[src/rtl/match_controller_if.sv]
// Signal bundle between the round/match sequencer and the game datapath
// (health blocks, box, rom_port_data, box_color).
interface match_controller_if;
    logic        vsync;
    logic [31:0] keycodes;
    logic        p1_lose;
    logic        p2_lose;
    logic [6:0]  p1_health;
    logic [6:0]  p2_health;
    logic [2:0]  game_mode;
    logic [2:0]  state_out;
    logic [8:0]  count;
    logic [7:0]  round_time;
    logic [2:0]  round_num;
    logic [1:0]  p1_rounds;
    logic [1:0]  p2_rounds;
    logic [1:0]  match_winner;
    logic        freeze;
    logic        round_reset;

    modport master (
        input  vsync, keycodes, p1_lose, p2_lose, p1_health, p2_health,
        output game_mode, state_out, count, round_time, round_num,
               p1_rounds, p2_rounds, match_winner, freeze, round_reset
    );

    modport slave (
        output vsync, keycodes, p1_lose, p2_lose, p1_health, p2_health,
        input  game_mode, state_out, count, round_time, round_num,
               p1_rounds, p2_rounds, match_winner, freeze, round_reset
    );
endinterface

[src/rtl/match_controller.sv]
// Round/match sequencer: turns both fighters' lose flags and health into the
// game mode, BCD round timer, banner/KO animation count and win tallies.
//
// state | meaning
// TITLE | waiting for a mode key (1E vs AI, 1F two-player)
// INTRO | "ROUND n" banner, count runs 0..INTRO_FRAMES-1
// FIGHT | fighters live, round timer counts down
// KO    | round decided, count runs up to KO_FRAMES
// OVER  | match decided, waiting for key 15
module match_controller #(
    parameter int FRAMES_PER_SEC = 60,
    parameter int ROUND_SECS     = 99,
    parameter int INTRO_FRAMES   = 90,
    parameter int KO_FRAMES      = 50,
    parameter int WINS_NEEDED    = 2,
    parameter int MAX_ROUNDS     = 5
) (
    input logic                Clk,
    input logic                Reset_n,
    match_controller_if.master bus
);

    typedef enum logic [2:0] {
        S_TITLE = 3'd0,
        S_INTRO = 3'd1,
        S_FIGHT = 3'd2,
        S_KO    = 3'd3,
        S_OVER  = 3'd4
    } state_t;

    localparam int               DIV_W      = $clog2(FRAMES_PER_SEC + 1);
    localparam logic [DIV_W-1:0] DIV_LAST   = DIV_W'(FRAMES_PER_SEC - 1);
    localparam logic [7:0]       ROUND_BCD  = 8'(((ROUND_SECS / 10) * 16) + (ROUND_SECS % 10));
    localparam logic [8:0]       INTRO_LAST = 9'(INTRO_FRAMES - 1);
    localparam logic [8:0]       KO_LAST    = 9'(KO_FRAMES);
    localparam logic [1:0]       WINS_REQ   = 2'(WINS_NEEDED);
    localparam logic [2:0]       LAST_ROUND = 3'(MAX_ROUNDS);
    localparam logic [7:0]       KEY_AI     = 8'h1E;
    localparam logic [7:0]       KEY_2P     = 8'h1F;
    localparam logic [7:0]       KEY_BACK   = 8'h15;
    localparam logic [2:0]       MODE_TITLE = 3'b000;
    localparam logic [2:0]       MODE_AI    = 3'b001;
    localparam logic [2:0]       MODE_2P    = 3'b010;

    state_t           state, state_nxt;
    logic             vsync_d;
    logic             frame_tick;
    logic [2:0]       game_mode, game_mode_nxt;
    logic [8:0]       count, count_nxt;
    logic [7:0]       round_time, round_time_nxt;
    logic [DIV_W-1:0] divider, divider_nxt;
    logic [2:0]       round_num, round_num_nxt;
    logic [1:0]       p1_rounds, p1_rounds_nxt;
    logic [1:0]       p2_rounds, p2_rounds_nxt;
    logic [1:0]       match_winner, match_winner_nxt;
    logic             freeze, freeze_nxt;
    logic             round_reset, round_reset_nxt;

    logic             key_ai, key_2p, key_back;
    logic             enter_intro;
    logic             round_over;
    logic             award_p1, award_p2;

    function automatic logic key_hit(input logic [31:0] keys, input logic [7:0] code);
        key_hit = 1'b0;
        for (int i = 0; i < 4; i++) begin
            if (keys[8*i +: 8] == code) key_hit = 1'b1;
        end
    endfunction

    // Counts down in BCD and parks at 00.
    function automatic logic [7:0] bcd_dec(input logic [7:0] v);
        if (v == 8'h00)
            bcd_dec = 8'h00;
        else if (v[3:0] == 4'd0)
            bcd_dec = {v[7:4] - 4'd1, 4'd9};
        else
            bcd_dec = {v[7:4], v[3:0] - 4'd1};
    endfunction

    function automatic logic [1:0] sat_inc(input logic [1:0] v);
        sat_inc = (v == 2'd3) ? 2'd3 : v + 2'd1;
    endfunction

    assign frame_tick = bus.vsync & ~vsync_d;
    assign key_ai     = key_hit(bus.keycodes, KEY_AI);
    assign key_2p     = key_hit(bus.keycodes, KEY_2P);
    assign key_back   = key_hit(bus.keycodes, KEY_BACK);

    always_comb begin
        state_nxt        = state;
        game_mode_nxt    = game_mode;
        count_nxt        = count;
        round_time_nxt   = round_time;
        divider_nxt      = divider;
        round_num_nxt    = round_num;
        p1_rounds_nxt    = p1_rounds;
        p2_rounds_nxt    = p2_rounds;
        match_winner_nxt = match_winner;
        freeze_nxt       = freeze;
        round_reset_nxt  = 1'b0;
        enter_intro      = 1'b0;
        round_over       = 1'b0;
        award_p1         = 1'b0;
        award_p2         = 1'b0;

        if (frame_tick) begin
            case (state)
                S_TITLE: begin
                    if (key_ai || key_2p) begin
                        game_mode_nxt = key_ai ? MODE_AI : MODE_2P;
                        p1_rounds_nxt = 2'd0;
                        p2_rounds_nxt = 2'd0;
                        round_num_nxt = 3'd1;
                        enter_intro   = 1'b1;
                    end
                end
                S_INTRO: begin
                    if (count == INTRO_LAST) begin
                        state_nxt  = S_FIGHT;
                        count_nxt  = 9'd0;
                        freeze_nxt = 1'b0;
                    end else begin
                        count_nxt = count + 9'd1;
                    end
                end
                S_FIGHT: begin
                    // Lose flags take priority over the timeout; both set is a draw.
                    if (bus.p1_lose || bus.p2_lose) begin
                        round_over = 1'b1;
                        award_p1   = bus.p2_lose & ~bus.p1_lose;
                        award_p2   = bus.p1_lose & ~bus.p2_lose;
                    end else if (round_time == 8'h00) begin
                        round_over = 1'b1;
                        award_p1   = bus.p1_health > bus.p2_health;
                        award_p2   = bus.p2_health > bus.p1_health;
                    end

                    if (round_over) begin
                        state_nxt  = S_KO;
                        count_nxt  = 9'd0;
                        freeze_nxt = 1'b1;
                        if (award_p1) p1_rounds_nxt = sat_inc(p1_rounds);
                        if (award_p2) p2_rounds_nxt = sat_inc(p2_rounds);
                    end else if (divider == DIV_LAST) begin
                        divider_nxt    = '0;
                        round_time_nxt = bcd_dec(round_time);
                    end else begin
                        divider_nxt = divider + 1'b1;
                    end
                end
                S_KO: begin
                    if (count == KO_LAST) begin
                        if (p1_rounds >= WINS_REQ || p2_rounds >= WINS_REQ ||
                            round_num == LAST_ROUND) begin
                            state_nxt = S_OVER;
                            if (p1_rounds > p2_rounds)
                                match_winner_nxt = 2'b01;
                            else if (p2_rounds > p1_rounds)
                                match_winner_nxt = 2'b10;
                            else
                                match_winner_nxt = 2'b11;
                        end else begin
                            round_num_nxt = round_num + 3'd1;
                            enter_intro   = 1'b1;
                        end
                    end else begin
                        count_nxt = count + 9'd1;
                    end
                end
                S_OVER: begin
                    if (key_back) begin
                        state_nxt        = S_TITLE;
                        game_mode_nxt    = MODE_TITLE;
                        match_winner_nxt = 2'b00;
                        p1_rounds_nxt    = 2'd0;
                        p2_rounds_nxt    = 2'd0;
                        count_nxt        = 9'd0;
                    end
                end
                default: state_nxt = S_TITLE;
            endcase
        end

        if (enter_intro) begin
            state_nxt       = S_INTRO;
            round_reset_nxt = 1'b1;
            round_time_nxt  = ROUND_BCD;
            divider_nxt     = '0;
            count_nxt       = 9'd0;
            freeze_nxt      = 1'b1;
        end
    end

    // vsync_d resets high so a vsync already high at release is not a tick.
    always_ff @(posedge Clk or negedge Reset_n) begin
        if (!Reset_n) begin
            state        <= S_TITLE;
            vsync_d      <= 1'b1;
            game_mode    <= MODE_TITLE;
            count        <= 9'd0;
            round_time   <= ROUND_BCD;
            divider      <= '0;
            round_num    <= 3'd1;
            p1_rounds    <= 2'd0;
            p2_rounds    <= 2'd0;
            match_winner <= 2'b00;
            freeze       <= 1'b1;
            round_reset  <= 1'b0;
        end else begin
            state        <= state_nxt;
            vsync_d      <= bus.vsync;
            game_mode    <= game_mode_nxt;
            count        <= count_nxt;
            round_time   <= round_time_nxt;
            divider      <= divider_nxt;
            round_num    <= round_num_nxt;
            p1_rounds    <= p1_rounds_nxt;
            p2_rounds    <= p2_rounds_nxt;
            match_winner <= match_winner_nxt;
            freeze       <= freeze_nxt;
            round_reset  <= round_reset_nxt;
        end
    end

    assign bus.game_mode    = game_mode;
    assign bus.state_out    = state;
    assign bus.count        = count;
    assign bus.round_time   = round_time;
    assign bus.round_num    = round_num;
    assign bus.p1_rounds    = p1_rounds;
    assign bus.p2_rounds    = p2_rounds;
    assign bus.match_winner = match_winner;
    assign bus.freeze       = freeze;
    assign bus.round_reset  = round_reset;

endmodule

[src/flat_wrapper.sv]
// flat-port wrapper written by rule: the top's interface ports become plain ports
module match_controller_flat 
#(
    parameter int FRAMES_PER_SEC = 60,
    parameter int ROUND_SECS     = 99,
    parameter int INTRO_FRAMES   = 90,
    parameter int KO_FRAMES      = 50,
    parameter int WINS_NEEDED    = 2,
    parameter int MAX_ROUNDS     = 5
)
  (Clk, Reset_n, bus_vsync, bus_keycodes, bus_p1_lose, bus_p2_lose, bus_p1_health, bus_p2_health, bus_game_mode, bus_state_out, bus_count, bus_round_time, bus_round_num, bus_p1_rounds, bus_p2_rounds, bus_match_winner, bus_freeze, bus_round_reset);
  match_controller_if bus_i ();
  input logic Clk;
  input logic Reset_n;
  input wire logic [$bits(bus_i.vsync)-1:0] bus_vsync;
  input wire logic [$bits(bus_i.keycodes)-1:0] bus_keycodes;
  input wire logic [$bits(bus_i.p1_lose)-1:0] bus_p1_lose;
  input wire logic [$bits(bus_i.p2_lose)-1:0] bus_p2_lose;
  input wire logic [$bits(bus_i.p1_health)-1:0] bus_p1_health;
  input wire logic [$bits(bus_i.p2_health)-1:0] bus_p2_health;
  output wire logic [$bits(bus_i.game_mode)-1:0] bus_game_mode;
  output wire logic [$bits(bus_i.state_out)-1:0] bus_state_out;
  output wire logic [$bits(bus_i.count)-1:0] bus_count;
  output wire logic [$bits(bus_i.round_time)-1:0] bus_round_time;
  output wire logic [$bits(bus_i.round_num)-1:0] bus_round_num;
  output wire logic [$bits(bus_i.p1_rounds)-1:0] bus_p1_rounds;
  output wire logic [$bits(bus_i.p2_rounds)-1:0] bus_p2_rounds;
  output wire logic [$bits(bus_i.match_winner)-1:0] bus_match_winner;
  output wire logic [$bits(bus_i.freeze)-1:0] bus_freeze;
  output wire logic [$bits(bus_i.round_reset)-1:0] bus_round_reset;
  assign bus_i.vsync = bus_vsync;
  assign bus_i.keycodes = bus_keycodes;
  assign bus_i.p1_lose = bus_p1_lose;
  assign bus_i.p2_lose = bus_p2_lose;
  assign bus_i.p1_health = bus_p1_health;
  assign bus_i.p2_health = bus_p2_health;
  assign bus_game_mode = bus_i.game_mode;
  assign bus_state_out = bus_i.state_out;
  assign bus_count = bus_i.count;
  assign bus_round_time = bus_i.round_time;
  assign bus_round_num = bus_i.round_num;
  assign bus_p1_rounds = bus_i.p1_rounds;
  assign bus_p2_rounds = bus_i.p2_rounds;
  assign bus_match_winner = bus_i.match_winner;
  assign bus_freeze = bus_i.freeze;
  assign bus_round_reset = bus_i.round_reset;
  match_controller #(.FRAMES_PER_SEC(FRAMES_PER_SEC), .ROUND_SECS(ROUND_SECS), .INTRO_FRAMES(INTRO_FRAMES), .KO_FRAMES(KO_FRAMES), .WINS_NEEDED(WINS_NEEDED), .MAX_ROUNDS(MAX_ROUNDS)) u_core (.Clk(Clk), .Reset_n(Reset_n), .bus(bus_i));
endmodule
[config.mk]
export PLATFORM = sky130hd
export DESIGN_NAME = match_controller_flat
export DESIGN_NICKNAME = d
export VERILOG_FILES = /design/src/rtl/match_controller_if.sv /design/src/rtl/match_controller.sv /design/src/flat_wrapper.sv
export SDC_FILE = /design/constraint.sdc
export NUM_CORES = 1
export LEC_CHECK = 0
export BUFFER_PORTS_ARGS = -buffer_cell sky130_fd_sc_hd__clkbuf_2
export CAP_MARGIN = 20
export CORE_ASPECT_RATIO = 1.1
export CORE_MARGIN = 3
export CORE_UTILIZATION = 30
export CTS_CLUSTER_SIZE = 10
export DETAILED_ROUTE_END_ITERATION = 8
export GPL_TIMING_DRIVEN = 1
export PLACE_DENSITY = 0.61
export SYNTH_ARGS = -nofsm -noshare
export SYNTH_HDL_FRONTEND = slang
export SYNTH_SLANG_ARGS = --single-unit
export TNS_END_PERCENT = 50
[constraint.sdc]
create_clock -name Clk -period 7.9 [get_ports Clk]
set_input_delay 0.79 -clock Clk [delete_from_list [all_inputs] [get_ports Clk]]
set_output_delay 0.79 -clock Clk [all_outputs]
set_load 0.02 [all_outputs]
==> results of run 1 <==
## kinds of logic (layout without fill, tap and decap cells)
group	Yosys count	in the layout	synth area share, %
fa+ha+maj	18	18	8.14
compound gates	69	69	17.6
other cells	1	1	0.135
flops	40	40	36.5
simple gates	137	137	28.7
mux	8	8	3.03
xor+xnor	5	5	1.58
buf+inv	30	115	4.34
## sequential cells by signal, indices dropped and copies added (netlist names)
register / count
u_core.bus.state_out: 3
u_core.divider: 6
u_core.bus.round_num: 3
u_core.bus.round_reset: 1
u_core.bus.game_mode: 2
u_core.bus.freeze: 1
u_core.bus.p1_rounds: 2
u_core.bus.round_time: 8
u_core.vsync_d: 1
u_core.bus.p2_rounds: 2
u_core.bus.match_winner: 2
u_core.bus.count: 9
## synth_stat cells (2+ instances only)
library cell / n / area share, %
dfrtp_1: 33 / 30
nor2_1: 32 / 4.3
nand2_1: 29 / 3.9
inv_1: 23 / 3.1
ha_1: 18 / 8.1
a21oi_1: 17 / 3.1
nand3_1: 11 / 2.0
dfstp_2: 7 / 6.6
nor3_1: 7 / 1.3
o21ai_0: 7 / 1.3
o31ai_1: 7 / 1.9
o22ai_1: 6 / 1.4
or3_1: 6 / 1.4
mux2i_1: 5 / 1.8
nand2b_1: 5 / 1.1
nand4_1: 5 / 1.1
nor2b_1: 5 / 1.1
a211oi_1: 4 / 1.1
a31oi_1: 4 / 0.90
nand4b_1: 4 / 1.3
nand4bb_1: 4 / 1.6
nor4_1: 4 / 0.90
a311oi_1: 3 / 0.95
buf_2: 3 / 0.54
clkbuf_1: 3 / 0.41
mux2_2: 3 / 1.2
nor3_2: 3 / 1.1
o31a_1: 3 / 0.95
or4b_1: 3 / 1.1
xnor2_1: 3 / 0.95
and3_1: 2 / 0.45
nor3b_1: 2 / 0.54
o211ai_1: 2 / 0.54
o21a_1: 2 / 0.54
or3b_1: 2 / 0.63
or4_1: 2 / 0.54
or4b_2: 2 / 0.72
xor2_1: 2 / 0.63
## placed cells by master, fill, tap and decap left out, drive strengths merged, types with 3 or more instances in the layout
cell and instances:
ha 18, nor4 5, xnor2 3, inv 23
nor2 32, o211ai 3, dfstp 7, nor2b 5
a21oi 18, nand3 11, o31a 3, a31oi 4
nor3b 4, nor3 10, nand2b 5, mux2 3
o22ai 6, or3 6, nand4bb 4, or4b 5
nand2 30, mux2i 5, o21ai 8, o31ai 8
nand4 5, clkbuf 88, a311oi 3, a211oi 4
nand4b 4, dfrtp 33, clkinv 3
## per-layer routing
layer  GRT usage, %  vias up
met1           17.1     1248
met5              0        -
li1               -     1302
met2           23.0       82
met3           3.97        3
met4           3.26        0
## worst register-to-register path, cell delays in order (launching register included)
cell and delay [ns]:
dfrtp_1 0.41, inv_1 0.09, ha_1 0.17, or3b_1 0.38, o211ai_2 0.33, nand2_2 0.14, a2111oi_0 0.30, o31a_1 0.33
and2_2 0.25, mux2_2 0.34
## how the worst max path moves through the flow
stage,startpoint,end,slack (ns),depth (start not counted)
floorplan,bus_keycodes[25],u_core.bus.game_mode[0],5.10,7
global placement,bus_keycodes[22],u_core.bus.game_mode[1],4.79,8
detailed placement,bus_keycodes[14],u_core.bus.game_mode[0],4.81,8
CTS,u_core.bus.round_time[1],u_core.bus.game_mode[1],5.05,9
global route,u_core.bus.round_time[5],u_core.bus.game_mode[1],4.85,9
finish,u_core.bus.round_time[1],u_core.bus.game_mode[0],5.07,9
## through the flow
| stage | instance area, µm² | power (mW) | hold WS, ns |
|---|---|---|---|
| detailed placement | 3290 | 0.684 | 0.463 |
| floorplan | 2770 | 0.568 | 0.484 |
| global route | 3400 | 0.890 | 0.447 |
| global placement | 3290 | 0.677 | 0.461 |
| CTS | 3380 | 0.829 | 0.477 |
| finish | 3400 | 0.819 | 0.428 |
## area by class of cell
class	count	area [µm²]	share of cell area, %
repair buffers	84	435	12.8
clock inverters	3	18.8	0.552
multi-input cells	238	1640	48.2
inverters	23	86.3	2.54
well taps	114	143	4.20
flip-flops and latches	40	1010	29.7
clock buffers	5	68.8	2.02
## where the power goes
| part | switching, mW | internal, mW |
|---|---|---|
| logic | 0.207 | 0.138 |
| registers | 0.0759 | 0.258 |
| clock network | 0.0780 | 0.0617 |
==> metrics.txt, run 1 <==
EDFF count, synth=0; maximum vdd drop=101 µV; first-pass GRT wire length=11.8 mm; Worst Path Required=8.09 ns; Clock transition at path regs=0.09 ns; via count=2635; critical path class=register to register; hold buffer count at CTS=0; largest net degree at the start of global routing=41; syn_nets=377; CP max stage delay=0.41 ns; reg2reg path depth=9; Final Util=38.1%; total setup buffers inserted after CTS=0; CP startpoint kind=register; ANT cells=0; Pre-antenna DRT Iters=4; slowest CP cell=dfrtp_1; cts bufs inserted=5; Period Utilization, post-route=35.9%; vias in the first global route=2471; Placement Setup Slack=4.81 ns; residual DRC count=0; min-delay worst type=input port to asynchronous set/reset pin; Finished Layout Cells=507; Avg Cell Area, Syn=8.99 µm²; Die Area=10400 µm²; Slew Limit Headroom=42.9%; # IOs=85; DR WL/cell=13.8 µm; Setup crit end kind=register; met2 WL post-DR=3.44 mm; Mapped Cells=308; Reg2Reg Launch Point=u_core.bus.round_time[1]; RSZ-0062 raised after global routing=false; htree depth=2; Antenna Violating Nets Remaining=0; Slew @ Worst Pin=0.855 ns; Final #Nets=461; fillcell total=936; gpl congestion=0.854; Final Hold Fails=0; worst setup margin=5.07 ns; post-CTS sizing=0; leak pwr=1.61 nW; PwrDens=241 nW/µm²; root buf cell=clkbuf_8; r2r endpoint=u_core.bus.game_mode[0]; I/O Buffers=83; final setup fails=0; Clock Latency Late Sink=0.30 ns; number of max-cap violations=0; Synth Cell Area=2770 µm²; Worst Skew=0.0182 ns; Total GRT Usage=13.6%; total gr overflow=0; CP max FO=7; most common flop cell mapped by yosys=dfrtp_1; Cell variety after synth=63; Largest delay share family, worst path=compound AO/OA/AOI/OAI gates; Synth warnings=0; total core area=8920 µm²; Area growth syn-to-layout=22.8%; M1 wire length=3.05 mm; CTS sink count=40; layout cells sized above 1=30.0%; wire length on met3=495 µm; Synth async-reset ratio=100%; Pins Over Slew Limit=0; setup TNS=0 ns; arrival time worst endpoint=3.02 ns; Bufs and invs on worst path=1; reg2reg setup slack=5.07 ns; Die W=97.6 µm; DPL Wire Length=5.48 mm; crit-path cells=inv_1 -> ha_1 -> or3b_1 -> o211ai_2 -> nand2_2 -> a2111oi_0 -> o31a_1 -> and2_2 -> mux2_2; status=finished clean; Initial Util=31.0%; fin crit period=2.83 ns; row count=36; Max Freq=353 MHz; TritonCTS clock tree=yes; top sig layer=met4; DRT iter0 DRCs=96; initial antenna violation count=0; Seq cells post-synth=40; # placed instances=498; CTS max path bufs=2; drt via density=5.20; total wire length=7.01 mm; chip height=107 µm; sequential area share after synthesis=36.5%
(Power assumes the default switching activity.)
==> run 2, diff against run 1 <==
--- a/config.mk
+++ b/config.mk
@@ -5,6 +5,7 @@
 export SDC_FILE = /design/constraint.sdc
 export NUM_CORES = 1
 export LEC_CHECK = 0
+export ABC_AREA = 1
 export BUFFER_PORTS_ARGS = -buffer_cell sky130_fd_sc_hd__clkbuf_2
 export CAP_MARGIN = 20
 export CORE_ASPECT_RATIO = 1.1
@@ -13,7 +14,7 @@
 export CTS_CLUSTER_SIZE = 10
 export DETAILED_ROUTE_END_ITERATION = 8
 export GPL_TIMING_DRIVEN = 1
-export PLACE_DENSITY = 0.61
+export PLACE_DENSITY = 0.63
 export SYNTH_ARGS = -nofsm -noshare
 export SYNTH_HDL_FRONTEND = slang
 export SYNTH_SLANG_ARGS = --single-unit
==> constraint.sdc (replaced) <==
create_clock -name Clk -period 2.6 [get_ports Clk]
set_input_delay 0.26 -clock Clk [delete_from_list [all_inputs] [get_ports Clk]]
set_output_delay 0.26 -clock Clk [all_outputs]
set_load 0.02 [all_outputs]
==> run 2 against run 1 <==
Against the previous run: non-clock buffer count grew 4; highest routed layer unchanged; worst setup slack lost 4.6 ns; synthesized cell count grew 43%; design area grew 9.5%.
==> metrics.txt, run 2 <==
Pins Over Slew Limit=0 (unchanged); arrival time worst endpoint=2.35 ns (was 3.02 ns); first-pass GRT wire length=13.0 mm (was 11.8 mm); leading area contributor after synthesis=dfrtp_1 (unchanged); Setup crit end kind=register (unchanged); largest net degree at the start of global routing=40 (was 41); critical path class=register to register (unchanged); most common library cells after synthesis=nand2_1 (113), inv_1 (76), nor2_1 (56) (was dfrtp_1 (33), nor2_1 (32), nand2_1 (29)); Seq cells post-synth=40 (unchanged); vias in the first global route=2977 (was 2471); DR WL/cell=11.4 µm (was 13.8 µm); max reg flops=9 (unchanged); Period Utilization, post-route=82.1% (was 35.9%); Slew @ Worst Pin=0.556 ns (was 0.855 ns); fillcell total=1012 (was 936); maximum vdd drop=296 µV (was 101 µV); Design Area, Final=3720 µm² (was 3400 µm²); DPL Wire Length=5.98 mm (was 5.48 mm); Synth async-reset ratio=100% (unchanged); total power draw=3.31 mW (was 819 µW); gpl congestion=0.834 (was 0.854); Max Freq=469 MHz (was 353 MHz); Total GRT Usage=13.8% (was 13.6%); Largest delay share family, worst path=simple AND/OR/NAND/NOR gates (was compound AO/OA/AOI/OAI gates); Die Area=11400 µm² (was 10400 µm²); CP max stage delay=0.56 ns (was 0.41 ns); Worst Path Required=2.82 ns (was 8.09 ns); crit-path cells=inv_1 -> ha_1 -> nand2_2 -> nor2_2 -> nor2_1 -> nand3_2 -> o31ai_4 -> nand2_1 -> o21ai_0 (was inv_1 -> ha_1 -> or3b_1 -> o211ai_2 -> nand2_2 -> a2111oi_0 -> o31a_1 -> and2_2 -> mux2_2); Die W=102 µm (was 97.6 µm); fin crit period=2.13 ns (was 2.83 ns); Final #Nets=598 (was 461); total core area=9630 µm² (was 8920 µm²); root buf cell=clkbuf_8 (unchanged); Clock Latency Late Sink=0.30 ns (about the same); slowest CP cell=dfstp_2 (was dfrtp_1); Synth warnings=0 (unchanged); residual DRC count=0 (unchanged); total gr overflow=0 (unchanged); sequential area share after synthesis=33.2% (was 36.5%); Hold WS=0.0536 ns (was 0.428 ns); Avg Cell Area, Syn=6.90 µm² (was 8.99 µm²); syn_nets=509 (was 377); hold buffer count at CTS=0 (unchanged); # IOs=85 (unchanged); initial antenna violation count=0 (unchanged); Slew Limit Headroom=63.0% (was 42.9%); Top Registers=u_core.bus.count (9), u_core.bus.round_time (8), u_core.divider (6) (unchanged); most frequent cell after synthesis=nand2_1 (was dfrtp_1); synth top area cells=dfrtp_1 (27%), nand2_1 (14%), inv_1 (9.4%) (was dfrtp_1 (30%), ha_1 (8.1%), dfstp_2 (6.6%)); final setup fails=0 (unchanged); commonest non-fill, non-tap cells in the layout=nand2_1 (113), clkbuf_2 (83), inv_1 (76) (was clkbuf_2 (83), dfrtp_1 (33), nor2_1 (32)); Worst Skew=0.00986 ns (was 0.0182 ns); Pre-antenna DRT Iters=4 (unchanged); Synth Cell Area=3040 µm² (was 2770 µm²); ANT cells=0 (unchanged); Final Hold Fails=0 (unchanged); Reg2Reg Launch Point=u_core.bus.round_time[0] (was u_core.bus.round_time[1]); I/O Buffers=83 (unchanged); top cell type's share of synthesized area=27.2% (was 29.8%); Setup crit start=u_core.bus.round_time[0] (was u_core.bus.round_time[1]); most common flop cell mapped by yosys=dfrtp_1 (unchanged); leak pwr=2.06 nW (was 1.61 nW); CP max FO=7 (unchanged); drt via density=4.60 (was 5.20); htree depth=2 (unchanged); cts bufs inserted=5 (unchanged); Antenna Violating Nets Remaining=0 (unchanged); chip height=112 µm (was 107 µm); CTS max path bufs=2 (unchanged); DRT iter0 DRCs=114 (was 96); post-CTS sizing=0 (unchanged); layout cells sized above 1=22.6% (was 30.0%); total setup buffers inserted after CTS=0 (unchanged); row count=37 (was 36); CTS sink count=40 (unchanged); leading cell type in the layout, fill and taps excluded=nand2_1 (was clkbuf_2); Initial Util=31.5% (was 31.0%); Mapped Cells=440 (was 308); setup TNS=0 ns (unchanged); EDFF count, synth=0 (unchanged); Cell variety after synth=36 (was 63); total wire length=7.38 mm (was 7.01 mm); PwrDens=890 nW/µm² (was 241 nW/µm²); TritonCTS clock tree=yes (unchanged); Clock transition at path regs=0.08 ns (was 0.09 ns); status=finished clean (unchanged); min-delay worst type=input port to register (was input port to asynchronous set/reset pin); CP startpoint kind=register (unchanged); Area growth syn-to-layout=22.5% (was 22.8%); most flop-heavy register=u_core.bus.count (unchanged); RSZ-0062 raised after global routing=false (unchanged); min-delay src=bus_vsync; via count=2976 (was 2635); Post-Place Cell Area=3570 µm² (was 3290 µm²); number of max-cap violations=0 (unchanged); Bufs and invs on worst path=1 (unchanged)
-- run 2: cell count changes after synthesis, sizes merged, moves of 6 or more --
cell / change
or3: -6
nor2: +25
xor2: +7
inv: +55
nand2: +89
nand3: +16
o21ai: +23
-- run 2: cell families (layout without fill, tap and decap cells) --
| family | count (synthesis) | count (layout) | share of synthesized area, % |
|---|---|---|---|
| simple gates | 220 | 220 | 31.5 |
| buf+inv | 84 | 174 | 11.3 |
| compound gates | 65 | 65 | 13.0 |
| flops | 40 | 40 | 33.2 |
| fa+ha+maj | 18 | 18 | 7.41 |
| xor+xnor | 12 | 12 | 3.46 |
| other cells | 1 | 1 | 0.123 |
-- run 2: cell type report --
type | count | area, µm² | share of cell area (%)
Sequential cell | 40 | 1010 | 27.1
Tap cell | 117 | 146 | 3.93
Multi-Input combinational cell | 316 | 1690 | 45.3
Inverter | 78 | 293 | 7.87
Clock inverter | 3 | 42.5 | 1.14
Clock buffer | 5 | 68.8 | 1.85
Timing Repair Buffer | 88 | 475 | 12.8
-- run 2: final timing paths --
path / to / slack [ns] / depth (start not counted)
max: u_core.bus.round_time[4] / 0.47 / 9
min: u_core.vsync_d / 0.05 / 1
max reg2reg: u_core.bus.round_time[4] / 0.47 / 9
min reg2reg: u_core.bus.game_mode[0] / 0.50 / 2
max in group asynchronous: u_core.bus.round_time[0] / 1.54 / 3
min in group asynchronous: u_core.bus.match_winner[1] / 0.48 / 2
-- run 2: power breakdown --
part,leakage [nW],total (mW),switching [mW],internal (mW)
Combinational,1.51,1.69,1.10,0.594
Clock,0.0541,0.517,0.233,0.284
Sequential,0.493,1.11,0.243,0.864
Total,2.06,3.31,1.57,1.74
-- run 2: per-stage QoR --
stage / instances / setup WS, ns / util, %
6_report: 647 / 0.466 / 38.6
4_1_cts: 645 / 0.448 / 38.3
2_1_floorplan: 440 / 0.595 / -
3_3_place_gp: 637 / 0.553 / 37.1
5_1_grt: 647 / 0.281 / 38.6
3_5_place_dp: 637 / 0.472 / 37.1
-- run 2: per-layer routing --
layer	wire length [µm]	GRT usage, %	vias to the layer above
li1	-	-	1575
met1	3220	16.8	1324
met2	3620	24.3	72
met3	493	4.01	5
met4	53	2.19	0
met5	0	0	-
